## src/rtl/ceespu_dmem_arbiter.sv

```systemverilog
// Round-robin arbiter sharing one single-port synchronous data RAM between the ceespu data port
// and a DMA/boot-loader master; DMA bursts are capped at BURST_MAX beats while the CPU waits.
module ceespu_dmem_arbiter #(
  parameter int ADDR_W    = 12,
  parameter int BURST_MAX = 4
) (
  input  logic              I_clk,
  input  logic              I_rst,
  input  logic              I_cpuE,
  input  logic [3:0]        I_cpuWe,
  input  logic [15:0]       I_cpuAddress,
  input  logic [31:0]       I_cpuWData,
  output logic [31:0]       O_cpuRData,
  output logic              O_cpuBusy,
  input  logic              I_dmaReq,
  input  logic [3:0]        I_dmaWe,
  input  logic [15:0]       I_dmaAddress,
  input  logic [31:0]       I_dmaWData,
  output logic              O_dmaGnt,
  output logic [31:0]       O_dmaRData,
  output logic              O_dmaValid,
  output logic              O_ramE,
  output logic [3:0]        O_ramWe,
  output logic [ADDR_W-1:0] O_ramAddress,
  output logic [31:0]       O_ramWData,
  input  logic [31:0]       I_ramRData
);

  localparam logic [3:0] BURST_LIM = 4'(BURST_MAX);

  logic        last_q, last_d;
  logic [3:0]  burst_q, burst_d;
  logic        rd_cpu_q, rd_cpu_d;
  logic        rd_dma_q, rd_dma_d;
  logic [31:0] cpu_hold_q, cpu_hold_d;
  logic [31:0] dma_hold_q, dma_hold_d;

  logic        cpu_act_s, dma_act_s;
  logic        cpu_win_s, dma_win_s;

  // Address bits outside the RAM word index are deliberately dropped.
  logic        unused_addr_s;
  assign unused_addr_s = ^{I_cpuAddress[15:ADDR_W+2], I_cpuAddress[1:0],
                           I_dmaAddress[15:ADDR_W+2], I_dmaAddress[1:0]};

  // Grant decision; reset masks both requests so nothing reaches the RAM.
  always_comb begin
    cpu_act_s = I_cpuE & ~I_rst;
    dma_act_s = I_dmaReq & ~I_rst;
    cpu_win_s = 1'b0;
    dma_win_s = 1'b0;
    case ({cpu_act_s, dma_act_s})
      2'b10: cpu_win_s = 1'b1;
      2'b01: dma_win_s = 1'b1;
      2'b11: begin
        if (!last_q) begin
          dma_win_s = 1'b1;
        end else if (burst_q < BURST_LIM) begin
          dma_win_s = 1'b1;
        end else begin
          cpu_win_s = 1'b1;
        end
      end
      default: begin
        cpu_win_s = 1'b0;
        dma_win_s = 1'b0;
      end
    endcase
  end

  // Next-state for round-robin history, burst counter and read-return tracking.
  always_comb begin
    last_d     = last_q;
    burst_d    = burst_q;
    rd_cpu_d   = cpu_win_s & (I_cpuWe == 4'b0000);
    rd_dma_d   = dma_win_s & (I_dmaWe == 4'b0000);
    cpu_hold_d = rd_cpu_q ? I_ramRData : cpu_hold_q;
    dma_hold_d = rd_dma_q ? I_ramRData : dma_hold_q;
    if (cpu_win_s) begin
      last_d  = 1'b0;
      burst_d = 4'd0;
    end else if (dma_win_s) begin
      last_d = 1'b1;
      // The burst only counts against the cap while the CPU is actually waiting.
      if (I_cpuE) begin
        burst_d = (burst_q < BURST_LIM) ? (burst_q + 4'd1) : burst_q;
      end else begin
        burst_d = 4'd0;
      end
    end else begin
      last_d  = last_q;
      burst_d = burst_q;
    end
  end

  // State registers.
  always_ff @(posedge I_clk or posedge I_rst) begin
    if (I_rst) begin
      last_q     <= 1'b0;
      burst_q    <= 4'd0;
      rd_cpu_q   <= 1'b0;
      rd_dma_q   <= 1'b0;
      cpu_hold_q <= 32'h0000_0000;
      dma_hold_q <= 32'h0000_0000;
    end else begin
      last_q     <= last_d;
      burst_q    <= burst_d;
      rd_cpu_q   <= rd_cpu_d;
      rd_dma_q   <= rd_dma_d;
      cpu_hold_q <= cpu_hold_d;
      dma_hold_q <= dma_hold_d;
    end
  end

  // RAM port mux; idle cycles park the address/data on the CPU side.
  always_comb begin
    O_ramE       = 1'b0;
    O_ramWe      = 4'b0000;
    O_ramAddress = I_cpuAddress[ADDR_W+1:2];
    O_ramWData   = I_cpuWData;
    if (dma_win_s) begin
      O_ramE       = 1'b1;
      O_ramWe      = I_dmaWe;
      O_ramAddress = I_dmaAddress[ADDR_W+1:2];
      O_ramWData   = I_dmaWData;
    end else if (cpu_win_s) begin
      O_ramE       = 1'b1;
      O_ramWe      = I_cpuWe;
      O_ramAddress = I_cpuAddress[ADDR_W+1:2];
      O_ramWData   = I_cpuWData;
    end else begin
      O_ramE  = 1'b0;
      O_ramWe = 4'b0000;
    end
  end

  // Master-side handshakes and read data; RAM output is forwarded in its valid cycle, then held.
  always_comb begin
    O_cpuBusy  = cpu_act_s & ~cpu_win_s;
    O_dmaGnt   = dma_win_s;
    O_dmaValid = rd_dma_q;
    O_cpuRData = rd_cpu_q ? I_ramRData : cpu_hold_q;
    O_dmaRData = rd_dma_q ? I_ramRData : dma_hold_q;
  end

endmodule

```

## config.mk

```make
export PLATFORM = sky130hd
export DESIGN_NAME = ceespu_dmem_arbiter
export DESIGN_NICKNAME = d
export VERILOG_FILES = /design/src/rtl/ceespu_dmem_arbiter.sv
export SDC_FILE = /design/constraint.sdc
export NUM_CORES = 1
export LEC_CHECK = 0
export ABC_CLOCK_PERIOD_IN_PS = 5300
export CAP_MARGIN = 20
export CORE_MARGIN = 2
export CORE_UTILIZATION = 37
export CTS_CLUSTER_DIAMETER = 40
export DETAILED_ROUTE_END_ITERATION = 10
export PLACE_DENSITY = 0.87
export RECOVER_POWER = 25
export SLEW_MARGIN = 20
export SYNTH_ARGS = -nofsm -noshare
export SYNTH_HDL_FRONTEND = slang
export SYNTH_SLANG_ARGS = --single-unit
```

## constraint.sdc

```tcl
create_clock -name I_clk -period 5.3 [get_ports I_clk]
set_clock_uncertainty 0.2 [all_clocks]
set_input_delay 0.795 -clock I_clk [delete_from_list [all_inputs] [get_ports I_clk]]
set_output_delay 0.795 -clock I_clk [all_outputs]
set_load 0.005 [all_outputs]
```

==> flow_metrics.env <==
export IMPL_start_util=0.384
export IMPL_critPathArrivalTime_ns=3.40
export IMPL_timing_rr_start="O_dmaValid"
export IMPL_antenna_found_initial=0
export IMPL_finalHoldViolations=0
export IMPL_async_flop_share=1.00
export IMPL_max_freq_ghz=0.227
export IMPL_finalInstanceArea_mm2=0.00612
export IMPL_critPathCaptureType="primary output"
export IMPL_setup_violations=0
export IMPL_dieArea_mm2=0.00993
export IMPL_synth_warnings=0
export IMPL_netlist_area_leader_share=0.525
export IMPL_post_route_util=0.695
export IMPL_synth_area_leaders="dfrtp_1 52%, mux2_2 31%, mux2_4 4.4%"
export IMPL_irDropWorstVdd_uv=116
export IMPL_synthCells=235
export IMPL_hpwl_um=8700
export IMPL_drcViolationCount=0
export IMPL_r2r_cells=2
export IMPL_drive_above_1_share=0.166
export IMPL_status="complete, but fails checks"
export IMPL_cts_buffers=9
export IMPL_slew_headroom=-0.337
export IMPL_clkSlewWorstSetupHoldPaths_ns=0.07
export IMPL_grt_usage=0.214
export IMPL_yosysSeqAreaShare=0.525
export IMPL_synth_xor_area_share=0
export IMPL_cts_resized=0
export IMPL_worst_slack_ns=0.904
export IMPL_final_cell_mix="246 x clkdlybuf4s50_1, 71 x dfrtp_1, 52 x mux2_2"
export IMPL_std_cell_rows=34
export IMPL_die_h_um=99.7
export IMPL_layout_commonest_cell="clkdlybuf4s50_1"
export IMPL_powerDensity_mw_per_mm2=257
export IMPL_rsz0062_at_grt="false"
export IMPL_synth_top_family_by_area="multiplexers"
export IMPL_fin_crit_sh=0.829
export IMPL_synth_area_per_cell_um2=14.4
export IMPL_synth_fa_ha_area_frac=0.00370
export IMPL_holdBufCountCts=0
export IMPL_finalNonFillerCells=597
export IMPL_worst_slew_pin_slew_ns=2.01
export IMPL_critPathKind="in -> out"
export IMPL_dp_cells=581
export IMPL_synth_cell_types=25
export IMPL_required_ns=4.30
export IMPL_drv_slew=34
export IMPL_cts_root_buf="clkbuf_8"
export IMPL_worstPathCellList="clkdlybuf4s50_1, nand2_1, o211ai_1, buf_12, mux2_2, clkdlybuf4s50_1"
export IMPL_max_clock_path_buffers=2
export IMPL_period_needed_ns=4.40
export IMPL_critical_path_max_fanout=45
export IMPL_htree_levels=3
export IMPL_start_kind="input port"
export IMPL_hp_class="reg -> reg"
export IMPL_gp_congestion=0.843
export IMPL_critPathLaunch="I_cpuE"
export IMPL_placed_cell_area_mm2=0.00594
export IMPL_grtUsageMet3=0.0548
export IMPL_ioPinCount=256
export IMPL_final_nets=625
export IMPL_synth_seq_cells=71
export IMPL_yosysTopAreaCell="dfrtp_1"
export IMPL_grt_start_max_net_pins=72
export IMPL_portBuffers=247
export IMPL_grt_pass1_vias=3151
export IMPL_use_met1=0.208
export IMPL_syn_nets=376
export IMPL_violations="capacitance limit, slew limit"
export IMPL_postCtsSetupBuffers=0
export IMPL_slowest_stage="o211ai_1"
export IMPL_clock_latency_ns=0.32
export IMPL_synth_mux_area_frac=0.382
export IMPL_drtIter0Drc=47
export IMPL_cts_sinks=71
export IMPL_cts_tree="yes"
export IMPL_p_leak_nw=2.69
export IMPL_total_power_mw=1.58
export IMPL_detailedPlace_worstSlack_ns=1.25
export IMPL_fillers=665
export IMPL_synthToLayoutAreaGrowth_pct=80.7
export IMPL_hp_start="cpu_hold_q[23]"
export IMPL_synth_main_ff_cell="dfrtp_1"
export IMPL_synthSimpleGateAreaFrac=0.0288
export IMPL_core_area_mm2=0.00881
export IMPL_via_per_inst=4.78
export IMPL_routed_wl_um=10800
export IMPL_antenna_left=0
export IMPL_use_met2=0.429
export IMPL_diodes=0
export IMPL_cpMostUsedCell="clkdlybuf4s50_1"
export IMPL_wl_per_cell_um=18.0
export IMPL_holdPathStages=1
export IMPL_hold_slack_ns=0.283
export IMPL_fin_setup_tns_ns=0
export IMPL_drv_cap=1
export IMPL_synth_compound_area_frac=0.0240
export IMPL_drt_pass1_iter_count=4
export IMPL_die_x_um=99.7
export IMPL_grt_overflow_total=0
export IMPL_cpPeakStageDelay_ns=0.67
export IMPL_vias=2856
export IMPL_synth_edf_count=0
export IMPL_grt_pass1_wl_um=16200
export IMPL_syn_area_mm2=0.00339
export IMPL_top_usage_layer="met2"
-- critical path: cells and delay by family --
family,cells,cell delay (ns)
buffers and inverters,3,1.44
AO/OA/AOI/OAI,1,0.67
multiplexers,1,0.37
AND/OR/NAND/NOR,1,0.08
-- cell usage after synthesis (3+ instances only) --
cell type   n
nor2_1      3
buf_6       5
mux2_1      4
inv_1       8
mux2_2     94
nand2_1     9
buf_2       6
mux2i_1     4
dfrtp_1    71
mux2_4     10
-- state kept, by name, indices dropped and copies added (netlist names) --
register / flops
O_dmaValid: 1
last_q: 1
burst_q: 4
dma_hold_q: 32
rd_cpu_q: 1
cpu_hold_q: 32
-- power breakdown --
| group | internal (mW) | leakage [nW] | total, mW | switching, mW |
|---|---|---|---|---|
| Combinational | 0.345 | 1.67 | 0.506 | 0.161 |
| Sequential | 0.622 | 0.929 | 0.643 | 0.0211 |
| Clock | 0.221 | 0.0973 | 0.427 | 0.206 |
-- path summary, 6_finish.rpt --
path	endpoint	slack, ns
worst min-delay path	cpu_hold_q[23]	0.28
worst max register to register	dma_hold_q[16]	2.75
max in group asynchronous	cpu_hold_q[22]	3.22
min in group asynchronous	rd_cpu_q	1.08
worst min register to register	cpu_hold_q[23]	0.28
worst max-delay path	O_ramWData[30]	0.90
-- metal layers --
metal / share of wire / vias up / routed length, µm
met1: 0.33 / 1365 / 3580
met5: 0 / - / 0
met3: 0.067 / 14 / 723
met4: 0.017 / 0 / 187
met2: 0.58 / 146 / 6270
li1: - / 1331 / -
-- cell type report --
cell class	count	area [µm²]	area share
inverters	8	30.0	0.00491
clock inverters	6	68.8	0.0112
well taps	108	135	0.0221
repair buffers	251	2510	0.410
clock buffers	10	128	0.0209
multi-input cells	143	1470	0.241
flip-flops and latches	71	1780	0.290
-- logic make-up after synthesis --
kind of cell / after synthesis
flops: 71
compound gates: 10
buf+inv: 21
fa+ha+maj: 1
simple gates: 20
mux: 112
Note: power is estimated with default switching activity, not from simulation.
